==> config.mk <==
export PLATFORM = sky130hd
export DESIGN_NAME = if_id_queue_flat
export DESIGN_NICKNAME = d
export VERILOG_FILES = /design/src/rtl/if_id_queue_if.sv /design/src/rtl/if_id_queue.sv /design/src/flat_wrapper.sv
export SDC_FILE = /design/constraint.sdc
export NUM_CORES = 1
export LEC_CHECK = 0
export CAP_MARGIN = 30
export CORE_ASPECT_RATIO = 0.9
export CORE_MARGIN = 2
export CORE_UTILIZATION = 51
export CTS_CLUSTER_SIZE = 16
export DETAILED_ROUTE_END_ITERATION = 10
export GPL_TIMING_DRIVEN = 0
export PLACE_DENSITY = 0.76
export SLEW_MARGIN = 5
export SYNTH_ARGS = -nofsm -noshare
export SYNTH_HDL_FRONTEND = slang
export SYNTH_SLANG_ARGS = --single-unit
==> constraint.sdc <==
create_clock -name clk -period 2 [get_ports clk]
set_clock_uncertainty 0.2 [all_clocks]
set_input_delay 0.3 -clock clk [delete_from_list [all_inputs] [get_ports clk]]
set_output_delay 0.3 -clock clk [all_outputs]
set_load 0.01 [all_outputs]
==> src/rtl/if_id_queue_if.sv <==
// Fetch/ID-side bundle for the instruction fetch queue: fetch write slot,
// ID flush/stall controls, occupancy status and the head-of-queue view.
interface if_id_queue_if #(
    parameter int DEPTH  = 4,
    parameter int ADDR_W = 32,
    parameter int INST_W = 32
);
    logic                       flush_i;
    logic [5:0]                 stall_i;
    logic                       wr_valid_i;
    logic [ADDR_W-1:0]          pc_i;
    logic [INST_W-1:0]          inst_i;
    logic                       prediction_i;
    logic [ADDR_W-1:0]          prediction_pc_i;
    logic                       full_o;
    logic [$clog2(DEPTH):0]     count_o;
    logic                       drop_o;
    logic                       id_valid_o;
    logic [ADDR_W-1:0]          id_pc_o;
    logic [INST_W-1:0]          id_inst_o;
    logic                       id_prediction_o;
    logic [ADDR_W-1:0]          id_prediction_pc_o;

    // Fetch / control side drives the queue inputs.
    modport master (
        output flush_i, stall_i, wr_valid_i, pc_i, inst_i, prediction_i, prediction_pc_i,
        input  full_o, count_o, drop_o, id_valid_o, id_pc_o, id_inst_o,
               id_prediction_o, id_prediction_pc_o
    );

    modport slave (
        input  flush_i, stall_i, wr_valid_i, pc_i, inst_i, prediction_i, prediction_pc_i,
        output full_o, count_o, drop_o, id_valid_o, id_pc_o, id_inst_o,
               id_prediction_o, id_prediction_pc_o
    );
endinterface

==> src/rtl/if_id_queue.sv <==
// Instruction fetch queue between IF and ID: circular buffer of fetched
// instructions with their prediction tags, single-cycle flush on mispredict.
module if_id_queue #(
    parameter int DEPTH  = 4,
    parameter int ADDR_W = 32,
    parameter int INST_W = 32
) (
    input  logic         clk,
    input  logic         rst_n,
    if_id_queue_if.slave q
);
    localparam int PTR_W = $clog2(DEPTH);
    localparam int CNT_W = PTR_W + 1;
    localparam logic [INST_W-1:0] NOP = INST_W'(32'h0000_0013);

    logic [ADDR_W-1:0] pc_mem   [DEPTH];
    logic [INST_W-1:0] inst_mem [DEPTH];
    logic              pred_mem [DEPTH];
    logic [ADDR_W-1:0] ppc_mem  [DEPTH];

    logic [PTR_W-1:0] rd_ptr;
    logic [PTR_W-1:0] wr_ptr;
    logic [CNT_W-1:0] cnt;
    logic             drop_q;
    logic             not_empty;
    logic             deq;
    logic             enq;
    logic             unused_stall;

    // Only the ID hold bit matters here; the other stall bits belong to other stages.
    assign unused_stall = ^{q.stall_i[5:2], q.stall_i[0]};

    assign not_empty = (cnt != '0);
    assign deq       = not_empty & ~q.stall_i[1] & ~q.flush_i;
    // A full queue still accepts a write when the head leaves in the same cycle.
    assign enq       = q.wr_valid_i & ~q.flush_i & ((cnt < CNT_W'(DEPTH)) | deq);

    always_ff @(posedge clk or negedge rst_n) begin
        if (!rst_n) begin
            rd_ptr <= '0;
            wr_ptr <= '0;
            cnt    <= '0;
            drop_q <= 1'b0;
            for (int i = 0; i < DEPTH; i++) begin
                pc_mem[i]   <= '0;
                inst_mem[i] <= '0;
                pred_mem[i] <= 1'b0;
                ppc_mem[i]  <= '0;
            end
        end else begin
            drop_q <= q.wr_valid_i & ~q.flush_i & ~enq;
            if (q.flush_i) begin
                rd_ptr <= '0;
                wr_ptr <= '0;
                cnt    <= '0;
            end else begin
                if (enq) begin
                    pc_mem[wr_ptr]   <= q.pc_i;
                    inst_mem[wr_ptr] <= q.inst_i;
                    pred_mem[wr_ptr] <= q.prediction_i;
                    ppc_mem[wr_ptr]  <= q.prediction_pc_i;
                    wr_ptr           <= wr_ptr + PTR_W'(1);
                end
                if (deq) begin
                    rd_ptr <= rd_ptr + PTR_W'(1);
                end
                case ({enq, deq})
                    2'b10:   cnt <= cnt + CNT_W'(1);
                    2'b01:   cnt <= cnt - CNT_W'(1);
                    default: cnt <= cnt;
                endcase
            end
        end
    end

    assign q.full_o     = (cnt == CNT_W'(DEPTH));
    assign q.count_o    = cnt;
    assign q.drop_o     = drop_q;
    assign q.id_valid_o = not_empty;

    // Head view falls back to a NOP bubble whenever the queue is empty.
    always_comb begin
        q.id_pc_o            = '0;
        q.id_inst_o          = NOP;
        q.id_prediction_o    = 1'b0;
        q.id_prediction_pc_o = '0;
        if (not_empty) begin
            q.id_pc_o            = pc_mem[rd_ptr];
            q.id_inst_o          = inst_mem[rd_ptr];
            q.id_prediction_o    = pred_mem[rd_ptr];
            q.id_prediction_pc_o = ppc_mem[rd_ptr];
        end
    end
endmodule
==> src/flat_wrapper.sv <==
// flat-port wrapper written by rule: the top's interface ports become plain ports
module if_id_queue_flat 
#(
    parameter int DEPTH  = 4,
    parameter int ADDR_W = 32,
    parameter int INST_W = 32
)
  (clk, rst_n, q_flush_i, q_stall_i, q_wr_valid_i, q_pc_i, q_inst_i, q_prediction_i, q_prediction_pc_i, q_full_o, q_count_o, q_drop_o, q_id_valid_o, q_id_pc_o, q_id_inst_o, q_id_prediction_o, q_id_prediction_pc_o);
  if_id_queue_if #(.DEPTH(DEPTH), .ADDR_W(ADDR_W), .INST_W(INST_W)) q_i ();
  input  logic clk;
  input  logic rst_n;
  input wire logic [$bits(q_i.flush_i)-1:0] q_flush_i;
  input wire logic [$bits(q_i.stall_i)-1:0] q_stall_i;
  input wire logic [$bits(q_i.wr_valid_i)-1:0] q_wr_valid_i;
  input wire logic [$bits(q_i.pc_i)-1:0] q_pc_i;
  input wire logic [$bits(q_i.inst_i)-1:0] q_inst_i;
  input wire logic [$bits(q_i.prediction_i)-1:0] q_prediction_i;
  input wire logic [$bits(q_i.prediction_pc_i)-1:0] q_prediction_pc_i;
  output wire logic [$bits(q_i.full_o)-1:0] q_full_o;
  output wire logic [$bits(q_i.count_o)-1:0] q_count_o;
  output wire logic [$bits(q_i.drop_o)-1:0] q_drop_o;
  output wire logic [$bits(q_i.id_valid_o)-1:0] q_id_valid_o;
  output wire logic [$bits(q_i.id_pc_o)-1:0] q_id_pc_o;
  output wire logic [$bits(q_i.id_inst_o)-1:0] q_id_inst_o;
  output wire logic [$bits(q_i.id_prediction_o)-1:0] q_id_prediction_o;
  output wire logic [$bits(q_i.id_prediction_pc_o)-1:0] q_id_prediction_pc_o;
  assign q_i.flush_i = q_flush_i;
  assign q_i.stall_i = q_stall_i;
  assign q_i.wr_valid_i = q_wr_valid_i;
  assign q_i.pc_i = q_pc_i;
  assign q_i.inst_i = q_inst_i;
  assign q_i.prediction_i = q_prediction_i;
  assign q_i.prediction_pc_i = q_prediction_pc_i;
  assign q_full_o = q_i.full_o;
  assign q_count_o = q_i.count_o;
  assign q_drop_o = q_i.drop_o;
  assign q_id_valid_o = q_i.id_valid_o;
  assign q_id_pc_o = q_i.id_pc_o;
  assign q_id_inst_o = q_i.id_inst_o;
  assign q_id_prediction_o = q_i.id_prediction_o;
  assign q_id_prediction_pc_o = q_i.id_prediction_pc_o;
  if_id_queue #(.DEPTH(DEPTH), .ADDR_W(ADDR_W), .INST_W(INST_W)) u_core (.clk(clk), .rst_n(rst_n), .q(q_i));
endmodule
==> results, run 1 <==
- The synthesized net count is about 1.2k.
- The worst register-to-register path has a setup slack of -0.16 ns.
- The switching share of total power is 25.6%.
- In the global route stage, met3 resource usage came out at under 10%.
- The average routed wire per standard cell is about 22 µm.
- The count of input and output buffers is between 200 and 250.
- The run finished, with violations left.
- The library cell used most frequently in the layout, excluding fill and tap cells, is dfrtp_1.
- The number of synthesis warnings is 0.
- The number of hold buffers added after cts is 3.
- The sequential share of power is 43.7%.
- The worst hold path belongs to the class in -> async.
- The largest net degree at the start of global routing is 117.
- The initial core utilization is 52.0%.
- The clock tree root driver cell is clkbuf_16.
- The number of max-capacitance violations reported is 0.
- The aggregate negative setup slack is -68.07 ns.
- The maximum fanout encountered on the critical timing path is 10.
- The count of cell types in the netlist is 35.
- The number of vias after detailed routing is a little over 10k.
- The number of max-slew violations in the final report is 0.
- The floorplan has 65 rows.
- The total power of the final layout is 27.4 mW.
- The data arrival time of the critical path is ~2.5 ns.
- The clock net sink count is approximately 400.
- The clock network accounts for 28.7% of the total power.
- Each instance of the synthesized netlist takes up on average 16.6 µm².
- The setup slack after layout is -0.952 ns.
- The final count of hold timing violations is 193.
- In this run the standard cell core region covers approximately 35000 µm².
- The TritonCTS buffer count is 42.
- TritonCTS built the clock tree.
- Setup violations remaining at the end of the flow were counted as 101.
- At the end of the flow the core is filled with cells to 64.5%.
- The post-synthesis sequential area ratio is 53.9%.
- The switching power is around 7.0 mW.
- 210 I/O pins were placed.
- Internal power comes to 20.4 mW.
- The die is 184 µm tall.
- The die outline area is 37600 µm².
- The sequential cells in the finished layout cover a total of approximately 9900 µm².
- The upper clock frequency limit is roughly 0.34 GHz.
- The final reports fail on negative hold slack, negative setup slack.
- Compared with the post-synthesis result, the final layout area differs by 23.9%.
- The combined global-route utilization of all metal layers is between 20 and 25%.
- The total grt overflow is 0.
- The number of nets with antenna violations after routing is 0.
- The worst pin sits at a relative slew slack of 55.4%.
- At the end of the flow, the number of nets in the layout was around 1.5k.
- For this block, the initial DRC count from the detailed router was 463.
- Setup repair after global routing could not meet its margin everywhere.
- After clock tree synthesis, the clock-pin slew on the worst setup and hold paths is 0.06 ns.
- Dividing the detail-routed via count by the number of cells gives 5.55.
- For this run, the detailed router's first-pass iteration total came to 4.
- The layer with the highest usage is met2.
- The start of the worst register-to-register path is u_core.q.count_o[1].
- Global routing used 35.3% of the available met2 tracks.
- In the final layout, the multi-input gates occupy 8140 µm².
- Detailed placement ended at an HPWL of 26.4 mm.
- The tightest hold path in the finished design has a slack of -0.520 ns.
- Summed over all cells, the static leakage comes to between 10 and 15 nW.
- The buffer depth of the longest clock path is 3.
- After filler insertion, the fill cell instance count of the layout stands at around 2.6k.
- Counting flops and latches in the post-synthesis netlist gives 396.
- The required time at the endpoint of the critical path is ~1.5 ns.
- The count of cells along the worst register-to-register path is 6.
- The worst setup path is captured at an output pin.
- The residual DRC count is 0.
- The final weighted congestion in routability-driven placement is 0.739.
- Wires add up to between 40 and 50 mm.
- The number of antenna violations at the first check in global routing is 2.
- Global routing consumed, on the met1 layer, 31.6% of the routing resources.
- The final critical-path required period is 2.95 ns.
- The die boundary width is 204 µm.
- The transition time at the pin with the least slew margin is 0.667 ns.
- The number of global-route vias before repair is about 11k.
- Per report_power, the combinational group accounts for 27.7% of the total.
- The maximum vdd ir drop is around 0.77 mV.
- In this run the critical register-to-register path is captured at u_core.q.count_o[2].
- The worst setup path is launched from a flip-flop.
- The pre-CTS worst setup slack is -1.27 ns.
- The post-route clock period utilization is 148%.
- The power density relative to cell area is 1200 nW/µm².
- The number of cells produced by synthesis is around 1.1k.
- Of the cells placed in the final design, the portion with a size suffix greater than 1 is a little under three fifths.
- The kind of critical path is reg -> out.
- The first global-routing pass estimated between 60 and 70 mm of wire.
- The later-pin clock latency in the skew report is about 0.54 ns.
- The cell area that synthesis handed to floorplanning was 18400 µm².
- The H-tree generated during clock tree synthesis spans 2 levels.
- Leaving out fill and tap cells, the most frequent cells in the layout are dfrtp_1 (392), mux2_2 (268), clkdlybuf4s50_1 (122).
==> metrics by stage <==
stage	cell area (µm²)	instances
2_1_floorplan	18400	1105
3_3_place_gp	21000	1777
3_5_place_dp	21100	1780
4_1_cts	22800	1867
5_1_grt	22800	1871
6_report	22800	1872
==> worst max-delay path by stage <==
stage          cells past startpoint  slack [ns]                  endpoint           startpoint
6_report                           5       -0.95  q_id_prediction_pc_o[27]     u_core.rd_ptr[0]
3_5_place_dp                       6       -1.27   q_id_prediction_pc_o[1]  u_core.q.count_o[1]
5_1_grt                            5       -1.04  q_id_prediction_pc_o[27]     u_core.rd_ptr[0]
4_1_cts                            5       -1.05             q_id_pc_o[12]     u_core.rd_ptr[0]
2_1_floorplan                      5       -0.05       u_core.q.count_o[2]  u_core.q.count_o[0]
3_3_place_gp                       1      -18.21       u_core.q.count_o[2]                rst_n
==> cells in the mapped netlist <==
| cell type | number | area, µm² |
|---|---|---|
| a21o_1 | 1 | 7.51 |
| or2_2 | 5 | 31.3 |
| nor3_1 | 1 | 5.00 |
| ha_1 | 4 | 50.1 |
| or3_1 | 2 | 12.5 |
| mux4_2 | 97 | 2180 |
| a21oi_1 | 4 | 20.0 |
| buf_6 | 16 | 180 |
| a31oi_1 | 1 | 6.26 |
| nand2b_1 | 1 | 6.26 |
| nor2b_1 | 2 | 12.5 |
| inv_1 | 5 | 18.8 |
| and2_1 | 95 | 594 |
| a221oi_1 | 1 | 8.76 |
| nor2_1 | 4 | 15.0 |
| or4_1 | 2 | 15.0 |
| buf_2 | 37 | 185 |
| mux2_4 | 120 | 1800 |
| and3_1 | 1 | 6.26 |
| a311oi_1 | 1 | 8.76 |
| o311ai_0 | 1 | 8.76 |
| dfrtp_1 | 396 | 9910 |
| mux2_2 | 268 | 3020 |
| nand3_4 | 4 | 70.1 |
| a21boi_0 | 1 | 7.51 |
| clkbuf_1 | 21 | 78.8 |
| buf_4 | 2 | 15.0 |
| nand2_1 | 2 | 7.51 |
| fa_1 | 1 | 20.0 |
| nand3b_1 | 2 | 15.0 |
| xnor2_1 | 1 | 8.76 |
| mux2i_1 | 1 | 10.0 |
| o31ai_1 | 1 | 7.51 |
| o21ai_0 | 3 | 15.0 |
| nor3_2 | 1 | 10.0 |
==> layer usage <==
| metal | vias up | wire (µm) |
|---|---|---|
| li1 | 4587 | - |
| met1 | 5547 | 18400 |
| met2 | 208 | 19300 |
| met3 | 44 | 2030 |
| met4 | 0 | 576 |
| met5 | - | 0 |
==> timing repair <==
item	CTS	global route
endpoints found under the hold margin	76	54
setup endpoints to repair	169	476
resized for setup	174	173
buffers inserted	8	6
pin swaps	1	2
==> kinds of logic after synthesis <==
kind of cell	Yosys count	synth area share, %
buffers and inverters	81	2.60
AO/OA/AOI/OAI	14	0.490
flip-flops	396	53.9
AND/OR/NAND/NOR	122	4.36
multiplexers	486	38.2
XOR/XNOR	1	0.0477
adder cells (fa/ha/maj)	5	0.381
==> state kept, by name, summed over array words and instances, names as in the netlist <==
name and count:
u_core.q.drop_o 1, u_core.inst_mem 128, u_core.ppc_mem 128, u_core.pc_mem 128, u_core.pred_mem 4, u_core.q.count_o 3, u_core.rd_ptr 2, u_core.wr_ptr 2
==> critical path, cell delays in order (launching register included) <==
cell and delay [ns]:
dfrtp_1 0.37, buf_12 0.20, buf_8 0.18, mux4_2 0.50, and2_1 0.19, clkdlybuf4s50_1 0.48
==> power groups by stage <==
| stage | combinational [mW] | sequential [mW] | clock (mW) |
|---|---|---|---|
| 2_1_floorplan | 5.21 | 11.6 | 0 |
| 3_3_place_gp | 7.26 | 12.0 | 0 |
| 3_5_place_dp | 7.46 | 12.1 | 0 |
| 4_1_cts | 7.70 | 12.0 | 8.05 |
| 5_1_grt | 8.15 | 12.3 | 8.41 |
| 6_report | 7.58 | 12.0 | 7.85 |
==> area by class of cell <==
class	instances	area share [%]
plain buffers	74	3.03
clock buffers	67	5.88
flip-flops and latches	396	43.6
repair buffers	222	8.78
well taps	469	2.58
clock inverters	10	0.330
multi-input cells	628	35.7
inverters	5	0.0825
diodes	1	0.0110
(Power assumes the default switching activity.)
==> run 2: changes to the inputs <==
--- a/config.mk
+++ b/config.mk
@@ -12,7 +12,9 @@
 export CTS_CLUSTER_SIZE = 16
 export DETAILED_ROUTE_END_ITERATION = 10
 export GPL_TIMING_DRIVEN = 0
+export HOLD_SLACK_MARGIN = 0.06
 export PLACE_DENSITY = 0.76
+export REMOVE_ABC_BUFFERS = 1
 export SLEW_MARGIN = 5
 export SYNTH_ARGS = -nofsm -noshare
 export SYNTH_HDL_FRONTEND = slang
==> results, run 2 (synthesis results as in run 1) <==
- Run status: complete, but fails checks (unchanged).
- Failing checks: negative hold slack, negative setup slack (unchanged).
- The number of nets with antenna violations after routing is 0 (unchanged).
- The post-DP HPWL is 23.1 mm (was 26.4 mm).
- The kind of end point of the critical path was an output pin (unchanged).
- The growth of design area from synthesis to finish is 32.5% (was 23.9%).
- The post-route clock period utilization was 139% (was 148%).
- The mean number of vias per cell is 5.84 (was 5.55).
- The transition time at the pin with the least slew margin was 0.635 ns (was 0.667 ns).
- The final count of hold timing violations is 76 (was 193).
- The maximum fanout encountered on the critical timing path was 5 (was 10).
- The count of input and output buffers is 204 (was 203).
- The number of vias after detailed routing is 11.1k (was 10.4k).
- The CTS tree is built (unchanged).
- The leakage component of the power was 11.2 nW (was 10.5 nW).
- The clock-pin slew on the worst setup and hold paths came to 0.07 ns (was 0.06 ns).
- The power density relative to cell area is 1200 nW/µm² (about the same).
- The site row count is 65 (unchanged).
- The total placed cells including tap cells is 1717 (was 1780).
- The TritonCTS buffer count is 42 (unchanged).
- The data arrival time of the critical path is 2.28 ns (was 2.45 ns).
- The die extent in y was 184 µm (unchanged).
- The buffer depth of the longest clock path is 3 (unchanged).
- The largest net degree at the start of global routing came to 119 (was 117).
- The I/O pin count came to 210 (unchanged).
- The final weighted congestion in routability-driven placement is 0.731 (was 0.739).
- The kind of critical path is reg -> out (unchanged).
- The maximum vdd ir drop is 0.738 mV (was 0.770 mV).
- The total grt overflow is 0 (unchanged).
- The utilization after layout came to 69.0% (was 64.5%).
- The worst hold slack is -0.469 ns (was -0.520 ns).
- The clock net sink count is 396 (unchanged).
- The upper clock frequency limit was 0.359 GHz (was 0.339 GHz).
- The number of global-route vias before repair is 11.7k (was 11.2k).
- The number of antenna diodes is 0 (was 1).
- The final setup violation count is 107 (was 101).
- The average routed wire per standard cell was 27.3 µm (was 21.5 µm).
- The count of fill cells added during filler insertion is 2253 (was 2597).
- The relative slew slack is 57.7% (was 55.4%).
- The first-pass iteration count of the detailed router is 5 (was 4).
- The global-route wire length before repair is 75.1 mm (was 64.1 mm).
- The initial core utilization was 52.0% (unchanged).
- Biggest regs: u_core.inst_mem: 128 flops, u_core.pc_mem: 128 flops, u_core.ppc_mem: 128 flops (unchanged).
- The residual DRC count is 0 (unchanged).
- The clock tree root driver cell is clkbuf_16 (unchanged).
- The final cell count without fillers came to 1900 (was 1872).
- The sort of element at the start of the critical path is a flip-flop (unchanged).
- Most frequent cells in the layout: dfrtp_1 (391), mux2_2 (267), mux2_4 (121) (was dfrtp_1 (392), mux2_2 (268), clkdlybuf4s50_1 (122)).
- The required time at the endpoint of the critical path is 1.50 ns (about the same).
- The final critical-path required period came to 2.78 ns (was 2.95 ns).
- The setup slack after layout is -0.782 ns (was -0.952 ns).
- The later-pin clock latency in the skew report is 0.54 ns (about the same).
- The share of cells above drive strength 1 is 61.9% (was 55.3%).
- The die boundary width is 204 µm (unchanged).
- RSZ-0062 raised after global routing: yes (unchanged).
- The first-iteration detailed-routing DRC count is 749 (was 463).
- The number of antenna violations at the first check in global routing is 1 (was 2).
- The overall routed net length is 52.0 mm (was 40.3 mm).
- The number of nets in the layout is 1514 (was 1481).
- The count of cells along the worst register-to-register path is 10 (was 6).
- The core region area came to 35300 µm² (unchanged).
- The flop-to-flop setup slack was -0.48 ns (was -0.16 ns).
- The H-tree depth came to 2 (unchanged).
- The number of max-capacitance violations reported is 0 (unchanged).
- The number of max-slew violations in the final report is 0 (unchanged).
- The leading cell type in the layout, fill and taps excluded was dfrtp_1 (unchanged).
- The class of the tightest hold or removal check is in -> async (unchanged).
- The die outline area is 37600 µm² (unchanged).
- The combined global-route utilization of all metal layers is 26.8% (was 22.1%).
-- run 2: timing repair --
action / in CTS / in global routing
endpoints found under the hold margin: 76 / 83
gates resized for setup: 600 / 98
gates cloned: 21 / 6
endpoints found under the setup margin: 493 / 336
pin swaps: 64 / 23
buffers inserted: 73 / 19
-- run 2: cell type report --
| class | instances | area, µm² | area share, % |
|---|---|---|---|
| Sequential cell | 396 | 9920 | 40.7 |
| Multi-Input combinational cell | 630 | 8340 | 34.3 |
| Timing Repair Buffer | 325 | 4070 | 16.7 |
| Clock buffer | 63 | 1260 | 5.19 |
| Tap cell | 469 | 587 | 2.41 |
| Clock inverter | 10 | 103 | 0.421 |
| Inverter | 5 | 47.5 | 0.195 |
| Timing Repair inverter | 2 | 20.0 | 0.0822 |
-- run 2: critical path, stage by stage, from the launching register on --
cell     delay, ns
dfrtp_4       0.51
buf_12        0.16
buf_12        0.13
buf_12        0.14
buf_6         0.11
mux4_2        0.40
and2_4        0.15
buf_6         0.12
-- run 2: routing by layer --
layer  GRT usage [%]  wire [µm]  vias up
li1                -          -     4662
met1            37.3      22100     5961
met2            42.7      24800      367
met3            6.36       3580      106
met4            6.78       1470        0
met5               0          0        -
-- run 2: final timing paths --
check                                    startpoint                   to
worst min-delay path                          rst_n  u_core.inst_mem[81]
worst min register to register   u_core.ppc_mem[46]   u_core.ppc_mem[46]
worst max register to register  u_core.q.count_o[2]  u_core.q.count_o[2]
min in group clk                       q_stall_i[1]      u_core.q.drop_o
max in group asynchronous                     rst_n    u_core.pc_mem[22]
worst max-delay path               u_core.rd_ptr[0]      q_id_inst_o[11]
-- run 2: where the power goes --
group          internal [mW]  switching (mW)  total (mW)
clock                   4.61            3.18        7.79
combinational           6.04            3.17        9.22
sequential              10.7            1.47        12.1
total                   21.3            7.82        29.1
-- run 2: per-stage QoR --
step                      area (µm²)  power [mW]  setup TNS (ns)  setup slack, ns  hold slack, ns
final                          24300        29.1          -68.18           -0.782          -0.469
after CTS                      23900        28.6          -72.87           -0.822          -0.464
after global routing           24300        30.4          -72.83           -0.813          -0.414
after detailed placement       20900        19.5         -602.79            -1.67           0.111
after global placement         20500        19.3        -8041.67           -16.61           0.282
after floorplan                17900        16.8         -618.20            -3.27          -0.196
==> run 3: changes to the inputs <==
--- a/config.mk
+++ b/config.mk
@@ -5,7 +5,7 @@
 export SDC_FILE = /design/constraint.sdc
 export NUM_CORES = 1
 export LEC_CHECK = 0
-export CAP_MARGIN = 30
+export CAP_MARGIN = 20
 export CORE_ASPECT_RATIO = 0.9
 export CORE_MARGIN = 2
 export CORE_UTILIZATION = 51
==> results, run 3 (synthesis results as in run 1) <==
- Run status: complete, but fails checks (unchanged).
- Failing checks: negative hold slack, negative setup slack (unchanged).
- The largest net degree at the start of global routing is 119 (unchanged).
- The transition time at the pin with the least slew margin is 0.746 ns (was 0.635 ns).
- The number of max-slew violations in the final report is 0 (unchanged).
- The final weighted congestion in routability-driven placement was 0.731 (unchanged).
- The critical path's top delay family is buffers and inverters (unchanged).
- The routed length on met3 is 3.29 mm (was 3.58 mm).
- The die outline area is 37600 µm² (unchanged).
- The share of cells above drive strength 1 came to 62.0% (was 61.9%).
- The global-route wire length before repair was 74.6 mm (was 75.1 mm).
- The I/O pin count is 210 (unchanged).
- The routed metal-1 wirelength is 22.6 mm (was 22.1 mm).
- The required time at the endpoint of the critical path came to 1.50 ns (about the same).
- The site row count was 65 (unchanged).
- The initial core utilization is 52.0% (unchanged).
- The die extent in y is 184 µm (unchanged).
- The critical path's slowest cell is dfrtp_4 (unchanged).
- The upper clock frequency limit is 0.355 GHz (was 0.359 GHz).
- The class of the tightest hold or removal check is in -> async (unchanged).
- The relative slew slack is 50.3% (was 57.7%).
- The number of max-capacitance violations reported came to 0 (unchanged).
- The residual DRC count was 0 (unchanged).
- The growth of design area from synthesis to finish is 33.0% (was 32.5%).
- The kind of critical path is reg -> out (unchanged).
- The core region area is 35300 µm² (unchanged).
- Most frequent cells in the layout: dfrtp_1 (390), mux2_2 (268), buf_6 (128) (was dfrtp_1 (391), mux2_2 (267), mux2_4 (121)).
- The post-route clock period utilization is 141% (was 139%).
- The setup slack after layout is -0.820 ns (was -0.782 ns).
- The final setup violation count is 159 (was 107).
- RSZ-0062 raised after global routing: yes (unchanged).
- The dominant cell type by count on the critical path is buf_6 (was buf_12).
- The clock tree root driver cell was clkbuf_16 (unchanged).
- The later-pin clock latency in the skew report is 0.55 ns (was 0.54 ns).
- The clock-pin slew on the worst setup and hold paths is 0.07 ns (about the same).
- The number of nets in the layout is 1525 (was 1514).
- The overall routed net length is 52.6 mm (was 52.0 mm).
- The mean number of vias per cell is 5.89 (was 5.84).
- The count of input and output buffers is 204 (unchanged).
- The TritonCTS buffer count was 42 (unchanged).
- The worst hold slack is -0.494 ns (was -0.469 ns).
- The buffer depth of the longest clock path was 3 (unchanged).
- The number of vias after detailed routing is 11.3k (was 11.1k).
- Cell-by-cell listing of the critical path: buf_12 > buf_8 > buf_16 > buf_6 > mux4_2 > and2_4 > buf_6 (was buf_12 > buf_12 > buf_12 > buf_6 > mux4_2 > and2_4 > buf_6).
- The clock net sink count is 396 (unchanged).
- The leading cell type in the layout, fill and taps excluded is dfrtp_1 (unchanged).
- The utilization after layout is 69.2% (was 69.0%).
- The maximum fanout encountered on the critical timing path was 7 (was 5).
- The total grt overflow is 0 (unchanged).
- The stage delay of the slowest cell on the critical path was 0.50 ns (was 0.51 ns).
- The average routed wire per standard cell is 27.5 µm (was 27.3 µm).
- The CTS tree is built (unchanged).
- The total buffers and inverters traversed by the critical path came to 5 (unchanged).
- The number of nets with antenna violations after routing is 0 (unchanged).
- The highest signal layer in the routed design is met5 (was met4).
- The leakage component of the power is 11.2 nW (about the same).
- The final critical-path required period came to 2.82 ns (was 2.78 ns).
- Biggest regs: u_core.inst_mem: 128 flops, u_core.pc_mem: 128 flops, u_core.ppc_mem: 128 flops (unchanged).
- The H-tree depth came to 2 (unchanged).
- The met2 layer wire length in the routed design is 25.0 mm (was 24.8 mm).
- The final count of hold timing violations is 77 (was 76).
- The first-iteration detailed-routing DRC count came to 758 (was 749).
- The combined global-route utilization of all metal layers was 26.7% (was 26.8%).
- The maximum vdd ir drop was 0.893 mV (was 0.738 mV).
- The kind of end point of the critical path is an output pin (unchanged).
- The post-DP HPWL is 23.0 mm (was 23.1 mm).
- The die boundary width is 204 µm (unchanged).
- The number of antenna violations at the first check in global routing is 2 (was 1).
- The number of global-route vias before repair is 11.7k (about the same).
- The first-pass iteration count of the detailed router was 5 (unchanged).
- The data arrival time of the critical path came to 2.32 ns (was 2.28 ns).
- The sort of element at the start of the critical path is a flip-flop (unchanged).
- The power density relative to cell area came to 1210 nW/µm² (was 1200 nW/µm²).
[run 3: changes by cell type in the layout (fill, tap and decap cells not counted), sizes merged]
cell and delta:
bufbuf -1, dlygate4sd3 -1, dlygate4sd2 +2, clkdlybuf4s15 -1, clkbuf -3, clkinvlp -1
bufinv +2, diode +2, buf +16
[run 3: repair_timing]
action | 4_1_cts | 5_1_grt
gates resized for setup | 616 | 104
cloned | 23 | 6
endpoints found under the hold margin | 76 | 76
setup buffers | 78 | 30
setup endpoints to repair | 493 | 370
pin swaps | 68 | 16
[run 3: through the flow]
| step | worst slack [ns] | std cells | power (mW) | area [µm²] | setup TNS [ns] |
|---|---|---|---|---|---|
| 4_1_cts | -0.868 | 1892 | 28.9 | 24000 | -74.05 |
| 3_3_place_gp | -16.61 | 1702 | 19.3 | 20500 | -8041.67 |
| 2_1_floorplan | -3.27 | 1029 | 16.8 | 17900 | -618.20 |
| 3_5_place_dp | -1.65 | 1717 | 19.4 | 20900 | -597.75 |
| 6_report | -0.820 | 1915 | 29.5 | 24400 | -70.49 |
| 5_1_grt | -0.858 | 1913 | 30.7 | 24400 | -74.00 |
[run 3: layout make-up]
| class | count | area [µm²] |
|---|---|---|
| repair buffers | 336 | 4110 |
| diodes | 2 | 5.00 |
| flip-flops and latches | 396 | 9920 |
| fillers | 2273 | 10900 |
| inverters | 5 | 45.0 |
| well taps | 469 | 587 |
| multi-input cells | 630 | 8320 |
| clock buffers | 64 | 1270 |
| repair inverters | 2 | 17.5 |
| clock inverters | 11 | 159 |
[run 3: where the power goes]
group | switching, mW | leakage (nW) | internal, mW | total (mW)
Sequential | 1.50 | 4.95 | 10.7 | 12.2
Clock | 3.23 | 0.703 | 4.88 | 8.12
Combinational | 3.16 | 5.59 | 6.02 | 9.17
Total | 7.89 | 11.2 | 21.6 | 29.5
[run 3: worst register-to-register path, delay by kind of cell, from the launching register on]
kind	cells	cell delay, ns
AOI/OAI and AO/OA	2	0.20
DFF	1	0.44
and+or+nand+nor	3	0.63
adders and majority gates	1	0.40
buffers and inverters	4	0.54
[run 3: final timing paths]
check	to	startpoint	slack, ns	cells past startpoint
max	q_id_inst_o[16]	u_core.rd_ptr[0]	-0.82	7
min	u_core.q.count_o[2]	rst_n	-0.49	1
max reg2reg	u_core.q.count_o[2]	u_core.q.count_o[2]	-0.56	10
min reg2reg	u_core.pc_mem[56]	u_core.pc_mem[56]	0.30	1
max in group asynchronous	u_core.ppc_mem[76]	rst_n	0.61	3
min in group clk	u_core.wr_ptr[1]	q_flush_i	0.16	2
[run 3: per-layer routing]
layer | global-route usage (%) | vias to the layer above
met3 | 6.38 | 101
met4 | 8.55 | 2
li1 | - | 4690
met5 | 0 | -
met2 | 41.8 | 376
met1 | 37.2 | 6117
